===== config.mk =====
export PLATFORM = sky130hd
export DESIGN_NAME = conbus_rr_arb_flat
export DESIGN_NICKNAME = d
export VERILOG_FILES = /design/src/rtl/conbus_pack.sv /design/src/rtl/conbus_rr_arb_if.sv /design/src/rtl/conbus_rr_pick.sv /design/src/rtl/conbus_rr_arb.sv /design/src/flat_wrapper.sv
export SDC_FILE = /design/constraint.sdc
export NUM_CORES = 1
export LEC_CHECK = 0
export CORE_ASPECT_RATIO = 1.5
export CORE_MARGIN = 2
export CORE_UTILIZATION = 55
export CTS_CLUSTER_DIAMETER = 50
export DETAILED_ROUTE_END_ITERATION = 6
export HOLD_SLACK_MARGIN = 0.15
export MAX_ROUTING_LAYER = met4
export PLACE_DENSITY = 0.77
export SYNTH_ARGS = -nofsm -noshare
export SYNTH_HDL_FRONTEND = slang
export SYNTH_SLANG_ARGS = --single-unit

===== constraint.sdc =====
create_clock -name clk_i -period 4.7 [get_ports clk_i]
set_clock_uncertainty 0.05 [all_clocks]
set_input_delay 0.94 -clock clk_i [delete_from_list [all_inputs] [get_ports clk_i]]
set_output_delay 0.94 -clock clk_i [all_outputs]
set_load 0.02 [all_outputs]

===== src/rtl/conbus_pack.sv =====
// Shared definitions for the conbus round-robin arbiter slice.
// Master count, grant width, arbiter state encoding, pointer helper.
package conbus_pack;

  localparam int m_number = 8;
  localparam int gnt_bits = 3;

  typedef enum logic [1:0] {
    IDLE,
    GRANT,
    TO_WAIT
  } arb_state_t;

  // Next master index, wrapping m_number-1 -> 0.
  function automatic logic [gnt_bits-1:0] wrap_inc(
    input logic [gnt_bits-1:0] i
  );
    if (i == gnt_bits'(m_number - 1))
      return '0;
    return i + 1'b1;
  endfunction

endpackage


===== src/rtl/conbus_rr_arb_if.sv =====
// Arbiter bundle: master cyc lines and slave response in; grant, error, busy out.
// master: drives req/ack/err/rty. slave: the arbiter side.
interface conbus_rr_arb_if;
  import conbus_pack::*;

  logic [m_number-1:0] req_i;
  logic                ack_i;
  logic                err_i;
  logic                rty_i;
  logic [gnt_bits-1:0] gnt_o;
  logic                gnt_valid_o;
  logic                to_err_o;
  logic                busy_o;

  modport master (
    output req_i, ack_i, err_i, rty_i,
    input  gnt_o, gnt_valid_o, to_err_o, busy_o
  );

  modport slave (
    input  req_i, ack_i, err_i, rty_i,
    output gnt_o, gnt_valid_o, to_err_o, busy_o
  );

endinterface


===== src/rtl/conbus_rr_pick.sv =====
// Combinational rotate-priority encoder: first set, non-excluded req bit
// at or after start (wrapping) -> winner index, found flag.
module conbus_rr_pick
  import conbus_pack::*;
(
  input  logic [m_number-1:0] req,
  input  logic [gnt_bits-1:0] start,
  input  logic [m_number-1:0] excl,
  output logic [gnt_bits-1:0] winner,
  output logic                found
);

  logic [gnt_bits-1:0] idx;

  always_comb begin
    winner = '0;
    found  = 1'b0;
    idx    = start;
    for (int i = 0; i < m_number; i++) begin
      if (!found && req[idx] && !excl[idx]) begin
        winner = idx;
        found  = 1'b1;
      end
      idx = wrap_inc(idx);
    end
  end

endmodule


===== src/rtl/conbus_rr_arb.sv =====
// Round-robin arbiter for one conbus slave port, with bus watchdog.
// Ports: clk_i, rst_i (sync, high), bus (slave modport of conbus_rr_arb_if).
module conbus_rr_arb
  import conbus_pack::*;
#(
  parameter int TIMEOUT = 255
) (
  input  logic            clk_i,
  input  logic            rst_i,
  conbus_rr_arb_if.slave  bus
);

  localparam int CW = (TIMEOUT < 2) ? 1 : $clog2(TIMEOUT + 1);
  localparam logic [CW-1:0] CNT_LAST =
    CW'((TIMEOUT == 0) ? 0 : TIMEOUT - 1);
  localparam logic [gnt_bits-1:0] LAST_INIT =
    gnt_bits'(m_number - 1);

  arb_state_t          state;
  logic [gnt_bits-1:0] last;
  logic [gnt_bits-1:0] gnt_q;
  logic [CW-1:0]       cnt;
  logic                valid_q;
  logic                to_err_q;
  logic                busy_q;

  logic [m_number-1:0] excl;
  logic [gnt_bits-1:0] win;
  logic                found;
  logic                own_req;
  logic                resp;
  logic                expire;

  // Outside IDLE the current owner is excluded so that a
  // release hands over directly to the next requester.
  always_comb begin
    excl = '0;
    if (state != IDLE)
      excl[gnt_q] = 1'b1;
  end

  conbus_rr_pick u_pick (
    .req    (bus.req_i),
    .start  (wrap_inc(last)),
    .excl   (excl),
    .winner (win),
    .found  (found)
  );

  assign own_req = bus.req_i[gnt_q];
  assign resp    = bus.ack_i | bus.err_i | bus.rty_i;
  assign expire  = (TIMEOUT != 0) && (cnt == CNT_LAST);

  always_ff @(posedge clk_i) begin
    if (rst_i) begin
      state    <= IDLE;
      last     <= LAST_INIT;
      gnt_q    <= '0;
      cnt      <= '0;
      valid_q  <= 1'b0;
      to_err_q <= 1'b0;
      busy_q   <= 1'b0;
    end else begin
      to_err_q <= 1'b0;
      unique case (state)
        IDLE: begin
          cnt <= '0;
          if (found) begin
            state   <= GRANT;
            gnt_q   <= win;
            last    <= win;
            valid_q <= 1'b1;
            busy_q  <= 1'b1;
          end
        end
        GRANT, TO_WAIT: begin
          if (!own_req) begin
            cnt <= '0;
            if (found) begin
              state   <= GRANT;
              gnt_q   <= win;
              last    <= win;
              valid_q <= 1'b1;
              busy_q  <= 1'b1;
            end else begin
              state   <= IDLE;
              valid_q <= 1'b0;
              busy_q  <= 1'b0;
            end
          end else if (state == TO_WAIT) begin
            cnt <= '0;
          end else if (resp) begin
            cnt <= '0;
          end else if (expire) begin
            // Isolate the slave; owner sees one err pulse.
            state    <= TO_WAIT;
            valid_q  <= 1'b0;
            to_err_q <= 1'b1;
            cnt      <= '0;
          end else if (TIMEOUT != 0) begin
            cnt <= cnt + 1'b1;
          end
        end
        default: begin
          state   <= IDLE;
          valid_q <= 1'b0;
          busy_q  <= 1'b0;
          cnt     <= '0;
        end
      endcase
    end
  end

  assign bus.gnt_o       = gnt_q;
  assign bus.gnt_valid_o = valid_q;
  assign bus.to_err_o    = to_err_q;
  assign bus.busy_o      = busy_q;

endmodule


===== src/flat_wrapper.sv =====
// flat-port wrapper written by rule: the top's interface ports become plain ports
module conbus_rr_arb_flat import conbus_pack::*;
#(
  parameter int TIMEOUT = 255
)
  (clk_i, rst_i, bus_req_i, bus_ack_i, bus_err_i, bus_rty_i, bus_gnt_o, bus_gnt_valid_o, bus_to_err_o, bus_busy_o);
  conbus_rr_arb_if bus_i ();
  input  logic clk_i;
  input  logic rst_i;
  input wire logic [$bits(bus_i.req_i)-1:0] bus_req_i;
  input wire logic [$bits(bus_i.ack_i)-1:0] bus_ack_i;
  input wire logic [$bits(bus_i.err_i)-1:0] bus_err_i;
  input wire logic [$bits(bus_i.rty_i)-1:0] bus_rty_i;
  output wire logic [$bits(bus_i.gnt_o)-1:0] bus_gnt_o;
  output wire logic [$bits(bus_i.gnt_valid_o)-1:0] bus_gnt_valid_o;
  output wire logic [$bits(bus_i.to_err_o)-1:0] bus_to_err_o;
  output wire logic [$bits(bus_i.busy_o)-1:0] bus_busy_o;
  assign bus_i.req_i = bus_req_i;
  assign bus_i.ack_i = bus_ack_i;
  assign bus_i.err_i = bus_err_i;
  assign bus_i.rty_i = bus_rty_i;
  assign bus_gnt_o = bus_i.gnt_o;
  assign bus_gnt_valid_o = bus_i.gnt_valid_o;
  assign bus_to_err_o = bus_i.to_err_o;
  assign bus_busy_o = bus_i.busy_o;
  conbus_rr_arb #(.TIMEOUT(TIMEOUT)) u_core (.clk_i(clk_i), .rst_i(rst_i), .bus(bus_i));
endmodule

* After elaboration in Yosys (flattened, before gate mapping)
Cells that the tools add are included.
Word-level totals: bits in registers 19, logic and storage cells 186
Operators by class: $add $sub $neg 9, $lt $le $gt $ge 10, equality and inequality tests 16, mux-type cells 100, bitwise operators 4, reductions and logical operators 40
Operators by type and width (count):
- 2-to-1 mux 3 bit | 28
- binary-select mux 1 bit (select 3 bit) | 17
- 2-to-1 mux 1 bit | 43
- less-than comparator 3 x 4 -> 1 bit (second input constant) | 9
- adder 3 x 1 -> 3 bit (second input constant) | 8
- equality test 3 bit (second input constant) | 8
- logical AND 1 bit | 16
- logical NOT 1 bit | 15
- one-hot mux 3 bit (2 select lines) | 2
- 2-to-1 mux 2 bit | 5
- inequality test 3 bit (second input constant) | 3
- adder 8 x 1 -> 8 bit (second input constant) | 1
- equality test 8 bit (second input constant) | 1
- 2-to-1 mux 8 bit | 1
- OR reduction 6 bit | 1
- OR reduction 5 bit | 1
- one-hot mux 1 bit (2 select lines) | 2
- one-hot mux 2 bit (2 select lines) | 1
- AND reduction 2 bit | 2
- AND reduction 4 bit | 1
- nonzero test 2 bit | 2
- demux 1 bit (select 3 bit) | 1
- greater-or-equal comparator 3 x 1 -> 1 bit (second input constant) | 1
- equality test 2 x 1 -> 1 bit (second input constant) | 1
- other kinds (7) | 9

* Logic depth before layout (Yosys ltp)
Gate-level depths: netlist of run 1.
word-level depth 41, mapped depth 13

* By module
Synthesis of run 1 repeated with hierarchy kept, for this count alone.
Unflattened totals: cells, all modules 265, area, all modules 2238.4 um^2
By module, submodules not included:
- conbus_rr_arb | times used 1, cells an instance 135, area an instance 1163.6 um^2, sequential area each 360.3 um^2
- conbus_rr_pick | times used 1, cells an instance 130, area an instance 1074.8 um^2, sequential area each 0.0 um^2

* Worst setup path after synthesis of run 1
OpenSTA, ideal clock, no wires.
path type reg2reg, start point register u_core.last[0], end point register u_core.last[1], library setup time 0.127 ns, data arrival time 3.061 ns, path slack 1.462 ns, cell stages (with the launch flop) 13, buffers on the path 3, cell sequence dfxtp_1 buf_6 buf_2 inv_1 ha_1 buf_2 xnor2_1 xnor2_1 mux2i_1 a2111oi_0 nand3_1 a311oi_1 o21ai_1
On the way: word-level cells in the longest chain between the ends 39, elaborated cells on any way between the ends 113
RTL lines:
- start, declared | line conbus_rr_arb.sv:20 | logic [gnt_bits-1:0] last;
- start signal, assigned | line conbus_rr_arb.sv:71 | last <= win;
- start signal, assigned | line conbus_rr_arb.sv:82 | last <= win;
- branches (longest 2 deep; another with adder 3 x 1 -> 3 bit)
- 2-to-1 mux 3 bit * | line conbus_pack.sv:20 | return i + 1'b1;
- branches (longest 33 deep; another with adder 3 x 1 -> 3 bit)
- 2-to-1 mux 3 bit * | line conbus_rr_arb.sv:68, conbus_rr_arb.sv:79
- 2-to-1 mux 3 bit | line conbus_rr_arb.sv:77 | if (!own_req) begin
- one-hot mux 3 bit (2 select lines) * | line conbus_rr_arb.sv:65 | unique case (state)
Mark *: on every way between the ends. The select of a mux whose other input is x is not followed. A chain may end at the register's enable or synchronous reset.

* Worst setup path in the final report of run 1
start point register u_core.last[1], end point register u_core.gnt_q[0], in the netlist u_core.bus.gnt_o[0]
On the way: word-level cells in the longest chain between the ends 39, elaborated cells on any way between the ends 113
RTL lines:
- branches (longest 2 deep; another with adder 3 x 1 -> 3 bit)
- 2-to-1 mux 3 bit * | line conbus_pack.sv:20
- branches (longest 33 deep; another with adder 3 x 1 -> 3 bit)
- 2-to-1 mux 3 bit * | line conbus_rr_arb.sv:68, conbus_rr_arb.sv:79
- 2-to-1 mux 3 bit | line conbus_rr_arb.sv:77
- one-hot mux 3 bit (2 select lines) * | line conbus_rr_arb.sv:65
- end signal, assigned | line conbus_rr_arb.sv:70 | gnt_q <= win;
- end signal, assigned | line conbus_rr_arb.sv:81 | gnt_q <= win;
- end, declared | line conbus_rr_arb.sv:21 | logic [gnt_bits-1:0] gnt_q;
Marked as above.

==> results of run 1 <==
-- worst min path at each step --
| stage | from | to | slack (ns) | depth (start not counted) |
|---|---|---|---|---|
| 5_1_grt | u_core.cnt[0]$_SDFF_PP0_ | u_core.cnt[0]$_SDFF_PP0_ | 0.47 | 1 |
| 6_report | u_core.cnt[0]$_SDFF_PP0_ | u_core.cnt[0]$_SDFF_PP0_ | 0.45 | 1 |
| 2_1_floorplan | u_core.cnt[0]$_SDFF_PP0_ | u_core.cnt[0]$_SDFF_PP0_ | 0.40 | 1 |
| 4_1_cts | u_core.cnt[0]$_SDFF_PP0_ | u_core.cnt[0]$_SDFF_PP0_ | 0.45 | 1 |
| 3_3_place_gp | u_core.cnt[0]$_SDFF_PP0_ | u_core.cnt[0]$_SDFF_PP0_ | 0.43 | 1 |
| 3_5_place_dp | u_core.cnt[0]$_SDFF_PP0_ | u_core.cnt[0]$_SDFF_PP0_ | 0.44 | 1 |
-- flip-flops by register name, indices dropped and copies added, names as in the netlist --
name / cells
u_core.cnt: 8
u_core.bus.gnt_o: 3
u_core.last: 3
u_core.state: 2
u_core.bus.busy_o: 1
u_core.bus.to_err_o: 1
-- worst register-to-register path, cell delays in order, from the launching register on --
cell and delay (ns):
dfxtp_1 0.34, ha_1 0.21, ha_1 0.32, o21ai_1 0.47
a31oi_1 0.21, a221oi_1 0.62, a21boi_1 0.47, o2111ai_1 0.24
o21ai_2 0.28, a211oi_2 0.07, nor4_2 0.31
-- stage by stage --
| step | hold WS [ns] | utilization |
|---|---|---|
| floorplan | 0.403 | - |
| detailed placement | 0.436 | 0.638 |
| global route | 0.471 | 0.654 |
| global placement | 0.429 | 0.638 |
| CTS | 0.453 | 0.654 |
| finish | 0.449 | 0.654 |
-- layout make-up --
class / count / area share
Inverter: 10 / 0.0170
Multi-Input combinational cell: 198 / 0.680
Tap cell: 42 / 0.0237
Clock buffer: 4 / 0.0249
Sequential cell: 18 / 0.163
Timing Repair Buffer: 21 / 0.0916
-- metal layers --
metal  share of wire  up-vias  global-route usage
met5               0        -                   -
met4           0.064        0               0.215
met3           0.035       29              0.0370
met2            0.52       77               0.495
met1            0.38      888               0.292
li1                -      951                   -
-- cells in the final DEF (no fill, tap or decap), types with 3 or more instances in the layout --
cell / count
nor2b_1: 3
o221ai_1: 5
o21a_1: 5
mux2i_1: 8
xor2_1: 8
nor2_1: 24
nand3_1: 13
o21ai_0: 14
a21oi_1: 11
o211ai_1: 5
mux2_2: 4
dfxtp_1: 18
a21boi_1: 4
buf_4: 3
nand2b_1: 4
clkbuf_8: 4
nand4_1: 4
or3_1: 5
and3_1: 3
o22ai_1: 3
ha_1: 12
a32oi_1: 3
xnor2_1: 5
nor3_1: 5
mux4_2: 4
clkdlybuf4s50_1: 18
a31oi_1: 3
inv_1: 10
nand2_1: 4
-- logic make-up after synthesis --
kind of cell             synth area share
AND/OR/NAND/NOR                     0.201
AO/OA/AOI/OAI                       0.326
flip-flops                          0.185
multiplexers                        0.111
buffers and inverters              0.0418
XOR/XNOR                           0.0585
adder cells (fa/ha/maj)            0.0771
==> impl_metrics.ini, run 1 <==
[clocking]
htree_num_levels = 1
cts.sinks = 18
ctsHoldBuffers = 0
cts_tree = done
insertion_delay_ns = 0.26
numCtsBuffers = 3
cts_resized = 0
cts_buffer_depth = 2
post_cts_buffers = 0
clockRootBuffer = clkbuf_8
cts.clk_slew.worst_paths_ns = 0.07

[worst_setup_path]
worstSetupPathType = register to register
required_ns = 4.80
cp.arrival_ns = 3.80
crit_end = u_core.bus.gnt_o[0]$_SDFFE_PP0P_
crit_path_frequent_cell = ha_1
reg2reg_slack_ns = 1.0
ff2ff_path_depth = 10
cp_top_family = compound AO/OA/AOI/OAI gates
worstPathCellList = ha_1 -> ha_1 -> o21ai_1 -> a31oi_1 -> a221oi_1 -> a21boi_1 -> o2111ai_1 -> o21ai_2 -> a211oi_2 -> nor4_2
path_buf_inv = 0
crit_path_max_fanout = 9
worstSetupStartpoint = u_core.last[1]$_SDFFE_PP1P_
cp_slowest_cell = a221oi_1
cp.depth = 10
r2r-end = u_core.bus.gnt_o[0]$_SDFFE_PP0P_
max_stage_delay_ns = 0.62
critPathLaunchType = register
r2r_start = u_core.last[1]$_SDFFE_PP1P_
cp-end-kind = register

[synth]
syn_nets = 258
synthFlopType = dfxtp_1
synthArstFlopShare = 0
synth.top_cells.by_count = 24 x nor2_1, 18 x dfxtp_1, 14 x o21ai_0
synth_edf_count = 0
postSynthCellCount = 233
syn_avg_cell_area_um2 = 8.36
synth_cell_types = 59
yosys-top-cells-area = dfxtp_1 19%, ha_1 7.7%, mux4_2 4.6%, nor2_1 4.6%, mux2i_1 4.1%
synth.top_cell.area_share = 0.185
ys_ff_latch = 18
ys_warn_count = 0
netlist_area_um2 = 1950
synth.most_common_cell = nor2_1
synth_top_area_cell = dfxtp_1
yosysSeqAreaShare = 0.185

[cells_and_area]
fin_nets = 277
fin_area_um2 = 2210
fill_cells = 302
final_cells = 293
area_growth_pct = 13.7
multi_input_area_um2 = 1510
num_antenna_cells = 0
drive_gt1_frac = 0.108
register_area_um2 = 360

[timing]
setup_ws_ns = 0.998
relSlewSlack = 0.451
tightest_slew_ns = 0.818
hold_violations = 0
setup_viol = 0
tns_ns = 0
finalCritPeriodShare = 0.788
fmax_ghz = 0.270
slew_violations = 0
post-route-min-period_ns = 3.70
grt_setup_unrepaired = no

[die]
fp.dieH_um = 76.9
die_area_um2 = 4040
start_util = 0.575
core_area_um2 = 3380
io_pins = 19
row_count = 26
die_w_um = 52.6

[route]
drtIter0Drc = 56
wire_per_inst_um = 17.8
viasPerCell = 6.64
final_antenna_net_count = 0
drc_errors = 0
vias = 1945
firstDrtPassIters = 4
finalWirelength_um = 5210

[place]
dp_cells = 289
dp_slack_ns = 0.955
place_area_um2 = 2160
io_buffers = 18
gp_congestion = 0.978
dp_hpwl_um = 4120

[grt]
grt_pass1_vias = 1863
grtUsageTotal = 0.293
grt_max_degree = 19
antenna_found_initial = 0
grt_pass1_wl_um = 8840
overflow = 0

[hold_path]
min_path_type = register to register

[outcome]
status = finished clean

[flow_run]
drv_cap = 0
Power of run 1 is left out: the tool's default activity adds up to more than one toggle a clock period on the data nets, which glitch-free logic cannot reach.
==> run 2: changes to the inputs <==
- clock period: 4.7 -> 3.5 ns (I/O delays scaled with it)
==> run 2 against run 1 <==
Net effect:
- flip-flop and latch count is the same
- critical path depth rose by 1
- sequential share of layout area decreased by 1.0 points
- largest cell class unchanged
==> impl_metrics.ini, run 2 (same netlist as run 1, synthesis figures left out) <==
[worst_setup_path]
r2r-end = u_core.last[0]$_SDFFE_PP1P_
worstSetupPathType = register to register
crit_path_max_fanout = 6
cp.arrival_ns = 3.41
critPathLaunchType = register
required_ns = 3.57
reg2reg_slack_ns = 0.16
r2r_start = u_core.last[1]$_SDFFE_PP1P_
ff2ff_path_depth = 11
cp-end-kind = register

[route]
finalWirelength_um = 5890
vias = 2061
final_antenna_net_count = 0
wire_per_inst_um = 19.0
firstDrtPassIters = 4
viasPerCell = 6.65
drc_errors = 0
drtIter0Drc = 89

[place]
place_area_um2 = 2280
dp_cells = 305
io_buffers = 18
gp_congestion = 0.975
dp_hpwl_um = 4780

[grt]
overflow = 0
antenna_found_initial = 0
grt_max_degree = 19
grt_pass1_wl_um = 9600
grtUsageTotal = 0.321
grt_pass1_vias = 2114

[hold_path]
min_path_type = register to register
min-delay-start = u_core.cnt[0]$_SDFF_PP0_
holdPathEnd = u_core.cnt[0]$_SDFF_PP0_
worstHoldPathCells = 1

[cells_and_area]
register_area_um2 = 360
num_antenna_cells = 0
postLayoutCoreUtil = 0.699
layout_commonest_cell = nor2_1
final_cells = 310
fin_nets = 294
largest_reg_flops = 8
multi_input_area_um2 = 1530
final_cell_mix = 24 x nor2_1, 20 x buf_4, 18 x clkdlybuf4s50_1, 18 x dfxtp_1, 14 x o21ai_0
largest_register = u_core.cnt
drive_gt1_frac = 0.183
fill_cells = 312
area_growth_pct = 21.5
fin_area_um2 = 2360

[timing]
setup_viol = 0
slew_violations = 0
relSlewSlack = 0.531
post-route-min-period_ns = 3.34
tightest_slew_ns = 0.698
whs_ns = 0.449
finalCritPeriodShare = 0.953
fmax_ghz = 0.300
hold_violations = 0

[clocking]
htree_num_levels = 1
cts_buffer_depth = 2
insertion_delay_ns = 0.25
cts.sinks = 18
cts.clk_slew.worst_paths_ns = 0.06
clockRootBuffer = clkbuf_8
cts_tree = done
ctsHoldBuffers = 0
numCtsBuffers = 3

[die]
row_count = 26
die_w_um = 52.6
fp.dieH_um = 76.9
core_area_um2 = 3380
io_pins = 19
die_area_um2 = 4040
start_util = 0.575

[flow_run]
drv_cap = 0

[outcome]
status = finished clean
[run 2: changes by cell type in the layout (fill, tap and decap cells not counted), sizes merged]
cell,change
buf,+17
[run 2: routing by layer]
layer,track usage,wire (um),vias up
li1,-,-,986
met1,0.309,2100,969
met2,0.588,3200,81
met3,0.0292,269,25
met4,0.182,327,0
met5,-,0,-
[run 2: worst max-delay path, cell delays in order, from the launching register on]
cell       delay, ns
dfxtp_1         0.37
inv_1           0.08
ha_1            0.40
buf_4           0.21
o21a_1          0.16
or3_1           0.46
o22a_1          0.23
mux2_2          0.31
a2111oi_0       0.49
o22ai_1         0.22
nand2_1         0.11
o221ai_1        0.11
[run 2: cell type report]
cell class / instances / share of cell area
repair buffers: 38 / 0.140
clock buffers: 4 / 0.0233
inverters: 10 / 0.0159
multi-input cells: 198 / 0.647
well taps: 42 / 0.0222
flip-flops and latches: 18 / 0.152
[run 2: stage by stage]
stage	setup slack [ns]	TNS (ns)
2_1_floorplan	0.262	0
3_3_place_gp	0.0541	0
3_5_place_dp	0.00977	0
4_1_cts	0.0108	0
5_1_grt	-0.00364	-0.00364
6_report	0.163	0
[run 2: how the worst max path moves through the flow]
stage	startpoint	end	slack, ns
after floorplan	u_core.last[0]$_SDFFE_PP1P_	u_core.last[1]$_SDFFE_PP1P_	0.26
after global placement	bus_req_i[0]	u_core.bus.gnt_o[1]$_SDFFE_PP0P_	0.05
after detailed placement	bus_req_i[3]	u_core.last[1]$_SDFFE_PP1P_	0.01
after CTS	u_core.last[1]$_SDFFE_PP1P_	u_core.last[1]$_SDFFE_PP1P_	0.01
after global routing	u_core.last[1]$_SDFFE_PP1P_	u_core.last[1]$_SDFFE_PP1P_	-0.004
final	u_core.last[1]$_SDFFE_PP1P_	u_core.last[0]$_SDFFE_PP1P_	0.16
[run 2: timing repair]
| action | in CTS | in global routing |
|---|---|---|
| resized for setup | 0 | 7 |
| setup buffers | 0 | 1 |
| endpoints found under the setup margin | 0 | 9 |
Power of run 2 is left out for the same reason.
==> run 3: changes to the inputs <==
==> constraint.sdc (replaced) <==
create_clock -name clk_i -period 3.5 [get_ports clk_i]
set_clock_uncertainty 0.05 [all_clocks]
set_input_delay 1.05 -clock clk_i [delete_from_list [all_inputs] [get_ports clk_i]]
set_output_delay 1.05 -clock clk_i [all_outputs]
set_load 0.02 [all_outputs]
==> run 3 against run 2 <==
Net effect:
- setup slack got worse by 0.11 ns
- fmax decreased by 3.2%
- register-to-register slack got worse by 0.04 ns
- via count rose by 5.2%
- flip-flop and latch count is the same
- cell area is 7.7% higher
- critical path type is now input port to register
- critical endpoint is now u_core.bus.gnt_o[2]$_SDFFE_PP0P_
==> impl_metrics.ini, run 3 (same netlist as run 1, synthesis figures left out) <==
[worst_setup_path]
ff2ff_path_depth = 11
cp-end-kind = register
crit_path_max_fanout = 5
reg2reg_slack_ns = 0.12
r2r_start = u_core.last[1]$_SDFFE_PP1P_
critPathLaunchType = input port
r2r-end = u_core.bus.gnt_o[2]$_SDFFE_PP0P_
cp.arrival_ns = 3.60
required_ns = 3.65
worstSetupPathType = input port to register

[cells_and_area]
area_growth_pct = 30.8
largest_reg_flops = 8
drive_gt1_frac = 0.259
largest_register = u_core.cnt
fill_cells = 275
fin_nets = 312
postLayoutCoreUtil = 0.753
num_antenna_cells = 0
final_cell_mix = 38 x buf_4, 24 x nor2_1, 18 x clkdlybuf4s50_1, 18 x dfxtp_1, 13 x nand3_1
layout_commonest_cell = buf_4

[grt]
grt_pass1_wl_um = 10100
antenna_found_initial = 0
overflow = 0
grt_max_degree = 19
grtUsageTotal = 0.339
grt_pass1_vias = 2072

[place]
gp_congestion = 1.03
io_buffers = 18
dp_hpwl_um = 5020

[timing]
tightest_slew_ns = 0.672
post-route-min-period_ns = 3.45
tns_ns = 0
finalCritPeriodShare = 0.985
setup_viol = 0
grt_setup_unrepaired = yes
slew_violations = 0
fmax_ghz = 0.290
hold_violations = 0
relSlewSlack = 0.548

[clocking]
clockRootBuffer = clkbuf_8
cts_tree = done
insertion_delay_ns = 0.26
numCtsBuffers = 3
cts_buffer_depth = 2
cts.clk_slew.worst_paths_ns = 0.07
cts.sinks = 18
htree_num_levels = 1

[route]
vias = 2169
drtIter0Drc = 101
final_antenna_net_count = 0
finalWirelength_um = 6450
firstDrtPassIters = 4
viasPerCell = 6.61
drc_errors = 0
wire_per_inst_um = 19.6

[hold_path]
min-delay-start = u_core.cnt[0]$_SDFF_PP0_
holdPathEnd = u_core.cnt[0]$_SDFF_PP0_
min_path_type = register to register
worstHoldPathCells = 1

[die]
die_w_um = 52.6
fp.dieH_um = 76.9
start_util = 0.575
row_count = 26
core_area_um2 = 3380
die_area_um2 = 4040
io_pins = 19

[flow_run]
drv_cap = 0

[outcome]
status = finished clean
==> run 3: cell types whose count changed in the layout (fill, tap and decap cells not counted), moves of 2 or more <==
cell       before  now
a2111oi_2       0    2
a21oi_1        11    9
a21oi_2         0    2
buf_4          20   38
o21ai_0        14   12
o21ai_1         1    3
==> run 3: layer usage <==
| metal | share of wire | GRT usage | wire length [um] | up-vias |
|---|---|---|---|---|
| li1 | - | - | - | 1022 |
| met1 | 0.36 | 0.339 | 2340 | 1025 |
| met2 | 0.52 | 0.593 | 3360 | 91 |
| met3 | 0.037 | 0.0389 | 238 | 31 |
| met4 | 0.077 | 0.215 | 497 | 0 |
| met5 | 0 | - | 0 | - |
==> run 3: what timing repair did <==
action,in CTS,in global routing
setup endpoints to repair,4,9
gates resized for setup,2,16
pin swaps,0,4
buffers inserted,0,1
hold buffers,0,0
==> run 3: layout make-up <==
type / instances / area (um^2) / area share
Multi-Input combinational cell: 198 / 1580 / 0.619
Sequential cell: 18 / 360 / 0.142
Tap cell: 42 / 52.6 / 0.0206
Inverter: 10 / 37.5 / 0.0147
Clock buffer: 4 / 55.1 / 0.0216
Timing Repair Buffer: 56 / 465 / 0.183
==> run 3: worst max-delay path by stage <==
stage | start | to | depth (start not counted)
CTS | bus_req_i[2] | u_core.bus.gnt_o[0]$_SDFFE_PP0P_ | 8
finish | bus_req_i[7] | u_core.bus.gnt_o[2]$_SDFFE_PP0P_ | 10
global route | bus_req_i[3] | u_core.bus.gnt_o[2]$_SDFFE_PP0P_ | 8
detailed placement | bus_req_i[1] | u_core.last[1]$_SDFFE_PP1P_ | 9
floorplan | u_core.last[0]$_SDFFE_PP1P_ | u_core.last[1]$_SDFFE_PP1P_ | 12
global placement | bus_req_i[1] | u_core.last[1]$_SDFFE_PP1P_ | 9
==> run 3: worst max-delay path: stages <==
cell	delay [ns]
clkdlybuf4s50_1	0.45
mux2_2	0.32
o21ai_0	0.18
o22a_1	0.24
buf_4	0.12
nand3_1	0.11
a221o_2	0.45
a31o_1	0.24
o2111ai_2	0.26
o211a_1	0.19
==> run 3: through the flow <==
step	instance area, um^2	worst slack, ns	hold slack, ns	instances
finish	2550	0.0524	0.441	328
global route	2550	-0.0214	0.491	328
CTS	2470	0.00220	0.445	327
detailed placement	2410	-0.281	0.429	323
global placement	2410	-0.274	0.427	323
floorplan	1950	0.262	0.403	233
Power of run 3 is left out for the same reason.
